`config.mk`:
```
export PLATFORM = sky130hd
export DESIGN_NAME = load_rs_array_flat
export DESIGN_NICKNAME = d
export VERILOG_FILES = /design/src/rtl/rs_pkg.sv /design/src/rtl/load_rs_array_if.sv /design/src/rtl/oldest_ready_pick.sv /design/src/rtl/load_rs_array.sv /design/src/flat_wrapper.sv
export SDC_FILE = /design/constraint.sdc
export NUM_CORES = 2
export LEC_CHECK = 0
export CORE_MARGIN = 2
export CORE_UTILIZATION = 30
export CTS_CLUSTER_DIAMETER = 120
export DETAILED_ROUTE_END_ITERATION = 8
export PLACE_DENSITY = 0.45
export RECOVER_POWER = 25
export SYNTH_ARGS = -nofsm -noshare
export SYNTH_HDL_FRONTEND = slang
export SYNTH_SLANG_ARGS = --single-unit
```
`constraint.sdc`:
```
create_clock -name clock -period 20 [get_ports clock]
set_input_delay 4 -clock clock [delete_from_list [all_inputs] [get_ports clock]]
set_output_delay 4 -clock clock [all_outputs]
set_load 0.005 [all_outputs]
```
`src/rtl/rs_pkg.sv`:
```
// rtl/rs_pkg.sv - shared reservation-station types, constants and CDB helpers
package rs_pkg;

    localparam int RS_XLEN  = 32;
    localparam int RS_TAG_W = 6;
    localparam int RS_AGE_W = 4;

    localparam logic [6:0] LOAD_OPCODE = 7'b0000011;

    typedef logic [RS_TAG_W-1:0] tag_t;

    typedef struct packed {
        logic                busy;
        tag_t                dest_tag;
        logic [RS_XLEN-1:0]  base;
        logic                base_rdy;
        tag_t                base_tag;
        logic [RS_XLEN-1:0]  offset;
        logic [RS_AGE_W-1:0] age;
    } load_entry_t;

    // Bit position of channel ch inside a packed per-channel CDB bus of field width w.
    function automatic int cdb_lsb(input int ch, input int w);
        return ch * w;
    endfunction

endpackage

```
`src/rtl/load_rs_array_if.sv`:
```
// rtl/load_rs_array_if.sv - dispatch, CDB and issue signals of the load station
interface load_rs_array_if #(
    parameter int XLEN    = 32,
    parameter int TAG_W   = 6,
    parameter int NUM_CDB = 2,
    parameter int CNT_W   = 3
);
    logic                     disp_valid;
    logic                     disp_ready;
    logic [TAG_W-1:0]         disp_dest_tag;
    logic [XLEN-1:0]          disp_base;
    logic                     disp_base_rdy;
    logic [TAG_W-1:0]         disp_base_tag;
    logic [XLEN-1:0]          disp_offset;
    logic [NUM_CDB-1:0]       cdb_valid;
    logic [NUM_CDB*TAG_W-1:0] cdb_tag;
    logic [NUM_CDB*XLEN-1:0]  cdb_data;
    logic                     issue_valid;
    logic                     issue_ready;
    logic [XLEN-1:0]          issue_addr;
    logic [TAG_W-1:0]         issue_tag;
    logic [CNT_W-1:0]         occupancy;

    modport master (
        output disp_valid, disp_dest_tag, disp_base, disp_base_rdy, disp_base_tag, disp_offset,
        output cdb_valid, cdb_tag, cdb_data, issue_ready,
        input  disp_ready, issue_valid, issue_addr, issue_tag, occupancy
    );

    modport slave (
        input  disp_valid, disp_dest_tag, disp_base, disp_base_rdy, disp_base_tag, disp_offset,
        input  cdb_valid, cdb_tag, cdb_data, issue_ready,
        output disp_ready, issue_valid, issue_addr, issue_tag, occupancy
    );
endinterface

```
`src/rtl/oldest_ready_pick.sv`:
```
// rtl/oldest_ready_pick.sv - one-hot grant of the ready entry with the smallest age
module oldest_ready_pick #(
    parameter int DEPTH = 4,
    parameter int AGE_W = 2
) (
    input  logic [DEPTH-1:0]       cand_i,
    input  logic [DEPTH*AGE_W-1:0] age_i,
    output logic [DEPTH-1:0]       grant_o,
    output logic                   grant_valid_o
);
    logic             found;
    logic [AGE_W-1:0] best;

    // Linear scan keeping the smallest age seen; ages are unique so no tie-break is needed.
    always_comb begin
        grant_o = '0;
        found   = 1'b0;
        best    = '0;
        for (int i = 0; i < DEPTH; i++) begin
            if (cand_i[i] && (!found || age_i[i*AGE_W +: AGE_W] < best)) begin
                grant_o    = '0;
                grant_o[i] = 1'b1;
                found      = 1'b1;
                best       = age_i[i*AGE_W +: AGE_W];
            end
        end
        grant_valid_o = found;
    end
endmodule

```
`src/rtl/load_rs_array.sv`:
```
// rtl/load_rs_array.sv - load reservation station with CDB snoop and oldest-first issue
module load_rs_array
    import rs_pkg::*;
#(
    parameter int DEPTH   = 4,
    parameter int XLEN    = 32,
    parameter int TAG_W   = 6,
    parameter int NUM_CDB = 2,
    parameter int CNT_W   = $clog2(DEPTH + 1)
) (
    input  logic               clock,
    input  logic               reset,
    input  logic               flush,
    load_rs_array_if.slave     bus
);
    localparam int AGE_W = $clog2(DEPTH);
    localparam int IDX_W = $clog2(DEPTH);

    logic [DEPTH-1:0] busy_q, busy_d, rdy_q, rdy_d;
    logic [TAG_W-1:0] dest_q [DEPTH];
    logic [TAG_W-1:0] dest_d [DEPTH];
    logic [TAG_W-1:0] btag_q [DEPTH];
    logic [TAG_W-1:0] btag_d [DEPTH];
    logic [XLEN-1:0]  base_q [DEPTH];
    logic [XLEN-1:0]  base_d [DEPTH];
    logic [XLEN-1:0]  off_q  [DEPTH];
    logic [XLEN-1:0]  off_d  [DEPTH];
    logic [AGE_W-1:0] age_q  [DEPTH];
    logic [AGE_W-1:0] age_d  [DEPTH];
    logic [CNT_W-1:0] occ_q, occ_d, occ_rem;

    logic             iv_q, iv_d;
    logic [XLEN-1:0]  addr_q, addr_d;
    logic [TAG_W-1:0] itag_q, itag_d;

    logic [DEPTH-1:0]       cand, grant;
    logic [DEPTH*AGE_W-1:0] ages_flat;
    logic                   grant_valid, issue_load, disp_fire;
    logic [AGE_W-1:0]       gage;
    logic [IDX_W-1:0]       free_idx;

    assign bus.disp_ready  = (occ_q < CNT_W'(DEPTH));
    assign bus.occupancy   = occ_q;
    assign bus.issue_valid = iv_q;
    assign bus.issue_addr  = addr_q;
    assign bus.issue_tag   = itag_q;

    // Selection only sees registered ready bits, so a same-cycle capture waits one edge.
    always_comb begin
        for (int i = 0; i < DEPTH; i++) begin
            cand[i]                        = busy_q[i] && rdy_q[i];
            ages_flat[i*AGE_W +: AGE_W]    = age_q[i];
        end
    end

    oldest_ready_pick #(.DEPTH(DEPTH), .AGE_W(AGE_W)) u_pick (
        .cand_i        (cand),
        .age_i         (ages_flat),
        .grant_o       (grant),
        .grant_valid_o (grant_valid)
    );

    // Next state of entries, occupancy and issue register.
    always_comb begin
        busy_d = busy_q;
        rdy_d  = rdy_q;
        dest_d = dest_q;
        btag_d = btag_q;
        base_d = base_q;
        off_d  = off_q;
        age_d  = age_q;
        iv_d   = iv_q;
        addr_d = addr_q;
        itag_d = itag_q;

        issue_load = grant_valid && (!iv_q || bus.issue_ready);
        disp_fire  = bus.disp_valid && bus.disp_ready && !flush;
        occ_rem    = occ_q - CNT_W'(issue_load);

        gage     = '0;
        free_idx = '0;
        for (int i = DEPTH - 1; i >= 0; i--) begin
            if (grant[i]) gage = age_q[i];
            if (!busy_q[i]) free_idx = IDX_W'(i);
        end

        if (issue_load) begin
            iv_d = 1'b1;
            for (int i = 0; i < DEPTH; i++) begin
                if (grant[i]) begin
                    addr_d = base_q[i] + off_q[i];
                    itag_d = dest_q[i];
                end
            end
        end else if (bus.issue_ready) begin
            iv_d = 1'b0;
        end

        for (int i = 0; i < DEPTH; i++) begin
            if (issue_load && grant[i]) begin
                busy_d[i] = 1'b0;
            end else if (busy_q[i] && issue_load && age_q[i] > gage) begin
                age_d[i] = age_q[i] - 1'b1;
            end
            // Descending scan so the lowest matching channel is written last and wins.
            if (busy_q[i] && !rdy_q[i]) begin
                for (int c = NUM_CDB - 1; c >= 0; c--) begin
                    if (bus.cdb_valid[c] && bus.cdb_tag[cdb_lsb(c, TAG_W) +: TAG_W] == btag_q[i]) begin
                        base_d[i] = bus.cdb_data[cdb_lsb(c, XLEN) +: XLEN];
                        rdy_d[i]  = 1'b1;
                    end
                end
            end
        end

        if (disp_fire) begin
            busy_d[free_idx] = 1'b1;
            dest_d[free_idx] = bus.disp_dest_tag;
            btag_d[free_idx] = bus.disp_base_tag;
            base_d[free_idx] = bus.disp_base;
            rdy_d[free_idx]  = bus.disp_base_rdy;
            off_d[free_idx]  = bus.disp_offset;
            age_d[free_idx]  = AGE_W'(occ_rem);
            if (!bus.disp_base_rdy) begin
                for (int c = NUM_CDB - 1; c >= 0; c--) begin
                    if (bus.cdb_valid[c] && bus.cdb_tag[cdb_lsb(c, TAG_W) +: TAG_W] == bus.disp_base_tag) begin
                        base_d[free_idx] = bus.cdb_data[cdb_lsb(c, XLEN) +: XLEN];
                        rdy_d[free_idx]  = 1'b1;
                    end
                end
            end
        end
        occ_d = occ_rem + CNT_W'(disp_fire);

        if (flush) begin
            busy_d = '0;
            iv_d   = 1'b0;
            occ_d  = '0;
            for (int i = 0; i < DEPTH; i++) age_d[i] = '0;
        end
    end

    // State registers with asynchronous clear.
    always_ff @(posedge clock or posedge reset) begin
        if (reset) begin
            busy_q <= '0;
            rdy_q  <= '0;
            occ_q  <= '0;
            iv_q   <= 1'b0;
            addr_q <= '0;
            itag_q <= '0;
            for (int i = 0; i < DEPTH; i++) begin
                dest_q[i] <= '0;
                btag_q[i] <= '0;
                base_q[i] <= '0;
                off_q[i]  <= '0;
                age_q[i]  <= '0;
            end
        end else begin
            busy_q <= busy_d;
            rdy_q  <= rdy_d;
            occ_q  <= occ_d;
            iv_q   <= iv_d;
            addr_q <= addr_d;
            itag_q <= itag_d;
            dest_q <= dest_d;
            btag_q <= btag_d;
            base_q <= base_d;
            off_q  <= off_d;
            age_q  <= age_d;
        end
    end
endmodule

```
`src/flat_wrapper.sv`:
```
// flat-port wrapper written by rule: the top's interface ports become plain ports
module load_rs_array_flat import rs_pkg::*;
#(
    parameter int DEPTH   = 4,
    parameter int XLEN    = 32,
    parameter int TAG_W   = 6,
    parameter int NUM_CDB = 2,
    parameter int CNT_W   = $clog2(DEPTH + 1)
)
  (clock, reset, flush, bus_disp_valid, bus_disp_dest_tag, bus_disp_base, bus_disp_base_rdy, bus_disp_base_tag, bus_disp_offset, bus_cdb_valid, bus_cdb_tag, bus_cdb_data, bus_issue_ready, bus_disp_ready, bus_issue_valid, bus_issue_addr, bus_issue_tag, bus_occupancy);
  load_rs_array_if #(.XLEN(XLEN), .TAG_W(TAG_W), .NUM_CDB(NUM_CDB), .CNT_W(CNT_W)) bus_i ();
  input  logic clock;
  input  logic reset;
  input  logic flush;
  input wire logic [$bits(bus_i.disp_valid)-1:0] bus_disp_valid;
  input wire logic [$bits(bus_i.disp_dest_tag)-1:0] bus_disp_dest_tag;
  input wire logic [$bits(bus_i.disp_base)-1:0] bus_disp_base;
  input wire logic [$bits(bus_i.disp_base_rdy)-1:0] bus_disp_base_rdy;
  input wire logic [$bits(bus_i.disp_base_tag)-1:0] bus_disp_base_tag;
  input wire logic [$bits(bus_i.disp_offset)-1:0] bus_disp_offset;
  input wire logic [$bits(bus_i.cdb_valid)-1:0] bus_cdb_valid;
  input wire logic [$bits(bus_i.cdb_tag)-1:0] bus_cdb_tag;
  input wire logic [$bits(bus_i.cdb_data)-1:0] bus_cdb_data;
  input wire logic [$bits(bus_i.issue_ready)-1:0] bus_issue_ready;
  output wire logic [$bits(bus_i.disp_ready)-1:0] bus_disp_ready;
  output wire logic [$bits(bus_i.issue_valid)-1:0] bus_issue_valid;
  output wire logic [$bits(bus_i.issue_addr)-1:0] bus_issue_addr;
  output wire logic [$bits(bus_i.issue_tag)-1:0] bus_issue_tag;
  output wire logic [$bits(bus_i.occupancy)-1:0] bus_occupancy;
  assign bus_i.disp_valid = bus_disp_valid;
  assign bus_i.disp_dest_tag = bus_disp_dest_tag;
  assign bus_i.disp_base = bus_disp_base;
  assign bus_i.disp_base_rdy = bus_disp_base_rdy;
  assign bus_i.disp_base_tag = bus_disp_base_tag;
  assign bus_i.disp_offset = bus_disp_offset;
  assign bus_i.cdb_valid = bus_cdb_valid;
  assign bus_i.cdb_tag = bus_cdb_tag;
  assign bus_i.cdb_data = bus_cdb_data;
  assign bus_i.issue_ready = bus_issue_ready;
  assign bus_disp_ready = bus_i.disp_ready;
  assign bus_issue_valid = bus_i.issue_valid;
  assign bus_issue_addr = bus_i.issue_addr;
  assign bus_issue_tag = bus_i.issue_tag;
  assign bus_occupancy = bus_i.occupancy;
  load_rs_array #(.DEPTH(DEPTH), .XLEN(XLEN), .TAG_W(TAG_W), .NUM_CDB(NUM_CDB), .CNT_W(CNT_W)) u_core (.clock(clock), .reset(reset), .flush(flush), .bus(bus_i));
endmodule
```
Yosys cells after proc, flatten, opt, wreduce, memory -nomap -nowiden
Index checks and enable logic that the tools add are counted.
{"block": "word_totals", "input_bits": 160, "word_cells": 215, "out_inout_bits": 43, "regBits": 362}
{"block": "classes", "n_eq_ne": 10, "bitwise_logic": 4, "muxes": 99, "order_cmp": 12, "reduce_logical": 54, "add_sub_neg": 10}
{"cell": "128-bit 2-to-1 mux", "count": 6}
{"cell": "32-bit 2-to-1 mux", "count": 17}
{"cell": "128-bit bitwise mux", "count": 4}
{"cell": "32-bit adder", "count": 4}
{"cell": "32-bit demux with 2-bit select", "count": 1}
{"cell": "6-bit equality test", "count": 10}
{"cell": "24-bit bitwise mux", "count": 2}
{"cell": "2-bit 2-to-1 mux", "count": 21}
{"cell": "4-bit 2-to-1 mux", "count": 10}
{"cell": "1-bit logical AND", "count": 38}
{"cell": "6-bit 2-to-1 mux", "count": 5}
{"cell": "1-bit 2-to-1 mux", "count": 25}
{"cell": "8-bit 2-to-1 mux", "count": 2}
{"cell": "6-bit demux with 2-bit select", "count": 1}
{"cell": "4-bit OR", "count": 3}
{"cell": "1-bit zero test", "count": 9}
{"cell": "8-bit bitwise mux", "count": 1}
{"cell": "2-bit greater-than comparator", "count": 4}
{"cell": "2-bit by 1-bit subtractor with 2-bit output (second input constant)", "count": 4}
{"cell": "2-bit less-than comparator", "count": 3}
{"cell": "4-bit bitwise mux", "count": 1}
{"cell": "2-bit demux with 2-bit select", "count": 1}
{"cell": "1-bit logical OR", "count": 4}
{"cell": "4-bit nonzero test", "count": 1}
{"cell": "12 further kinds", "count": 12}

Depth between registers and ports, before layout
{"block": "logic_depth", "ltp_word": 25, "depth_mapped": 31, "ltp_nobuf": 28}

By module
A second synthesis with hierarchy kept.
{"block": "unflattened", "cells_unflattened": 2770, "area_unflattened_um2": 24693.7}
{"mod": "load_rs_array", "seq_area_each_um2": 9058.7, "n_inst": 1, "area_per_inst_um2": 24374.6, "cells_each": 2730}
{"mod": "oldest_ready_pick", "seq_area_each_um2": 0.0, "n_inst": 1, "area_per_inst_um2": 319.1, "cells_each": 40}

Least setup slack after synthesis
OpenSTA, ideal clock, no wires.
{"block": "synth_path", "path_kind": "input-to-reg", "startpoint": "input bus_cdb_tag[1]", "endpoint": "register u_core.base_q[100] in the netlist's numbering", "slack_ns": 13.735, "stages": 11, "setup_time_ns": 0.134, "arrival_time_ns": 6.130, "cell_sequence": "clkbuf_1 xnor2_1 nand4_1 nor4_1 nand2b_1 and3b_1 clkbuf_1 clkbuf_1 nand2_1 o211ai_1 o21ai_0"}
{"element": "start, declared", "line": "flat_wrapper.sv:22", "rtl": "input wire logic [$bits(bus_i.cdb_tag)-1:0] bus_cdb_tag;"}
{"element": "end signal, assigned", "line": "load_rs_array.sv:168", "rtl": "base_q <= base_d;"}
{"element": "end, declared", "line": "load_rs_array.sv:24", "rtl": "logic [XLEN-1:0] base_q [DEPTH];"}

==> flow_summary.json <==
{
  "max-slew-margin-rel_pct": -224.7,
  "fp.coreArea_um2": 80160,
  "io_pins": 203,
  "die_area_um2": 82960,
  "fmax_ghz": 0.1231,
  "grt_overflow": 0,
  "drtPass1Iterations": 6,
  "fin_hold_ws_ns": 0.4592,
  "synth.distinct_cells": 74,
  "vdd_drop_max_v": 0.00006209,
  "vias": 22040,
  "grt_first_pass_wirelength_um": 143500,
  "fin_cells": 4033,
  "syn_to_final_growth_pct": 19.35,
  "drive_above_1_share_pct": 6.525,
  "worstPathArrival_ns": 8.75,
  "critPathRequiredTime_ns": 20.63,
  "synthTopCellsByArea": "dfrtp_1, nand2_1, ha_1",
  "post_cts_buffers": 0,
  "worstMarginPinSlew_ns": 4.844,
  "hp-class": "flop to flop",
  "die-width_um": 288.0,
  "ant_nets": 0,
  "yosysTopAreaCellShare_pct": 37.43,
  "ctsHoldBuffers": 0,
  "clk_latency_ns": 0.60,
  "ctsResizeCount": 0,
  "crit_path_max_fanout": 141,
  "numCtsBuffers": 47,
  "diodes": 0,
  "htreeDepth": 2,
  "drt-total-wl_um": 96670,
  "grt_max_degree": 142,
  "period_minus_slack_ns": 8.120,
  "gp_congestion": 0.8809,
  "yosys.area_share.simple_pct": 16.09,
  "synth_top_family_by_area": "compound AO/OA/AOI/OAI gates",
  "clk_pin_slew_worst_paths_ns": 0.06,
  "grt_pass1_vias": 21790,
  "cts_root_buffer": "clkbuf_16",
  "pwr_density_cell_nw_per_um2": 141.4,
  "p_leak_nw": 12.71,
  "ys_seq_elements": 362,
  "start_kind": "primary input",
  "crit_type": "primary input to async pin",
  "synth_most_common_cell": "nand2_1",
  "fin_nets": 3237,
  "port_buffers": 202,
  "skew_ns": 0.02981,
  "setup_viol": 0,
  "synthCells": 2818,
  "syn_area_per_cell_um2": 8.588,
  "clockBufferDepth": 3,
  "worstSetupEndpointType": "async pin",
  "synthArstFlopShare_pct": 100.0,
  "synth-compound-area-share_pct": 22.08,
  "placed_area_um2": 27290,
  "antenna_found_initial": 0,
  "status": "complete, but fails checks",
  "design_area_um2": 28880,
  "synth_adder_area_share_pct": 7.517,
  "synth-main-ff-cell": "dfrtp_1",
  "cts_tree": "built",
  "yosys.area.top_type": "dfrtp_1",
  "fin_crit_sh_pct": 40.60,
  "syn_nets": 3121,
  "placedCellCount": 3945,
  "ys_seq_area_share_pct": 37.43,
  "synthXorXnorAreaFrac_pct": 6.152,
  "synth_common_cells": "nand2_1, dfrtp_1, o21ai_0, a21oi_1, clkbuf_1",
  "mappedNetlistArea_um2": 24200,
  "finalSetupTns_ns": 0,
  "drc_errors": 0,
  "post-dp-hpwl_um": 66150,
  "muxShareOfSynthArea_pct": 7.223,
  "via_per_inst": 5.466,
  "rsz0062_at_grt": "no",
  "drv_cap": 1,
  "hold_viol_final": 0,
  "clkSinkCount": 362,
  "drt_iter0_markers": 1924,
  "grt_use_total_pct": 23.00,
  "synth_edf_count": 0,
  "finalPower_w": 0.004085,
  "num_rows": 104,
  "post_drt_wl_per_cell_um": 23.97,
  "initial_core_util_pct": 30.19,
  "failed_checks": "capacitance limit, slew limit",
  "slew_viol_final": 99,
  "yosys_warnings": 0,
  "die_y_um": 288.0
}
==> placed cells by master, fill, tap and decap left out, drive strengths merged, types with 6 or more instances in the layout <==
master,instances
nand2,653
dfrtp,362
o21ai,240
clkdlybuf4s50,187
a21oi,154
o211ai,140
ha,139
mux2i,124
nor2,103
xnor2,97
xor2,73
clkbuf,67
inv,53
a21o,50
mux2,45
o22ai,43
buf,34
o22a,33
nand3,32
a211oi,29
nand2b,27
nor3,24
a221oi,24
nor2b,22
nand4,18
o21a,16
a31oi,15
clkinv,15
dlygate4sd3,14
o21bai,13
a22oi,12
o31a,9
or3,8
and3,7
and2,7
or4,6
nor4,6
==> power breakdown <==
part           leakage [nW]  internal [W]  switching [W]
clock network         0.788      0.000527       0.000361
logic                  7.24      0.000825        0.00112
registers              4.68       0.00100       0.000250
total                  12.7       0.00235        0.00173
==> logic make-up (layout without fill, tap and decap cells) <==
| logic type | after synthesis | count (layout) |
|---|---|---|
| compound gates | 823 | 823 |
| buf+inv | 222 | 377 |
| flops | 362 | 362 |
| fa+ha+maj | 143 | 143 |
| simple gates | 929 | 929 |
| mux | 169 | 169 |
| xor+xnor | 170 | 170 |
==> metal layers <==
metal | part of all wire [%] | vias up | global-route usage (%)
met5 | 0 | - | 0
met4 | 2.2 | 0 | 5.194
met3 | 5.2 | 127 | 3.605
met2 | 47 | 682 | 37.93
met1 | 46 | 10910 | 31.60
li1 | - | 10320 | -
==> path summary, 6_finish.rpt <==
| kind | to | from | cells past startpoint | slack, ns |
|---|---|---|---|---|
| max | u_core.bus.issue_tag[3] | reset | 4 | 11.88 |
| min | u_core.bus.issue_addr[14] | u_core.bus.issue_addr[14] | 2 | 0.46 |
| max reg2reg | u_core.age_q[7] | u_core.busy_q[0] | 26 | 12.70 |
| min reg2reg | u_core.bus.issue_addr[14] | u_core.bus.issue_addr[14] | 2 | 0.46 |
| max in group clock | u_core.base_q[43] | bus_cdb_tag[2] | 10 | 12.56 |
| min in group asynchronous | u_core.base_q[74] | reset | 2 | 5.33 |
==> cell type report <==
type | count | area (µm²)
multi-input cells | 2234 | 14420
flip-flops and latches | 362 | 9059
well taps | 1060 | 1326
inverters | 54 | 203.9
clock buffers | 67 | 1363
fillers | 8224 | 51270
repair buffers | 235 | 2277
clock inverters | 21 | 232.7
==> state kept, by name, summed over array words and instances, names as in the netlist <==
name	flops
u_core.base_q	128
u_core.off_q	128
u_core.bus.issue_addr	32
u_core.btag_q	24
u_core.dest_q	24
u_core.age_q	8
u_core.bus.issue_tag	6
u_core.busy_q	4
u_core.rdy_q	4
u_core.bus.occupancy	3
u_core.bus.issue_valid	1
==> through the flow <==
stage | setup WS, ns | util [%]
global route | 11.09 | 36.03
finish | 11.88 | 36.03
CTS | 12.63 | 36.04
global placement | 12.04 | 34.05
detailed placement | 11.98 | 34.05
floorplan | 5.953 | -
==> worst max-delay path, stage by stage <==
cell and delay, ns:
dlygate4sd3_1 0.54, clkinvlp_2 2.66, buf_12 0.55, buf_4 0.70
Power figures use the tool's default switching activity.
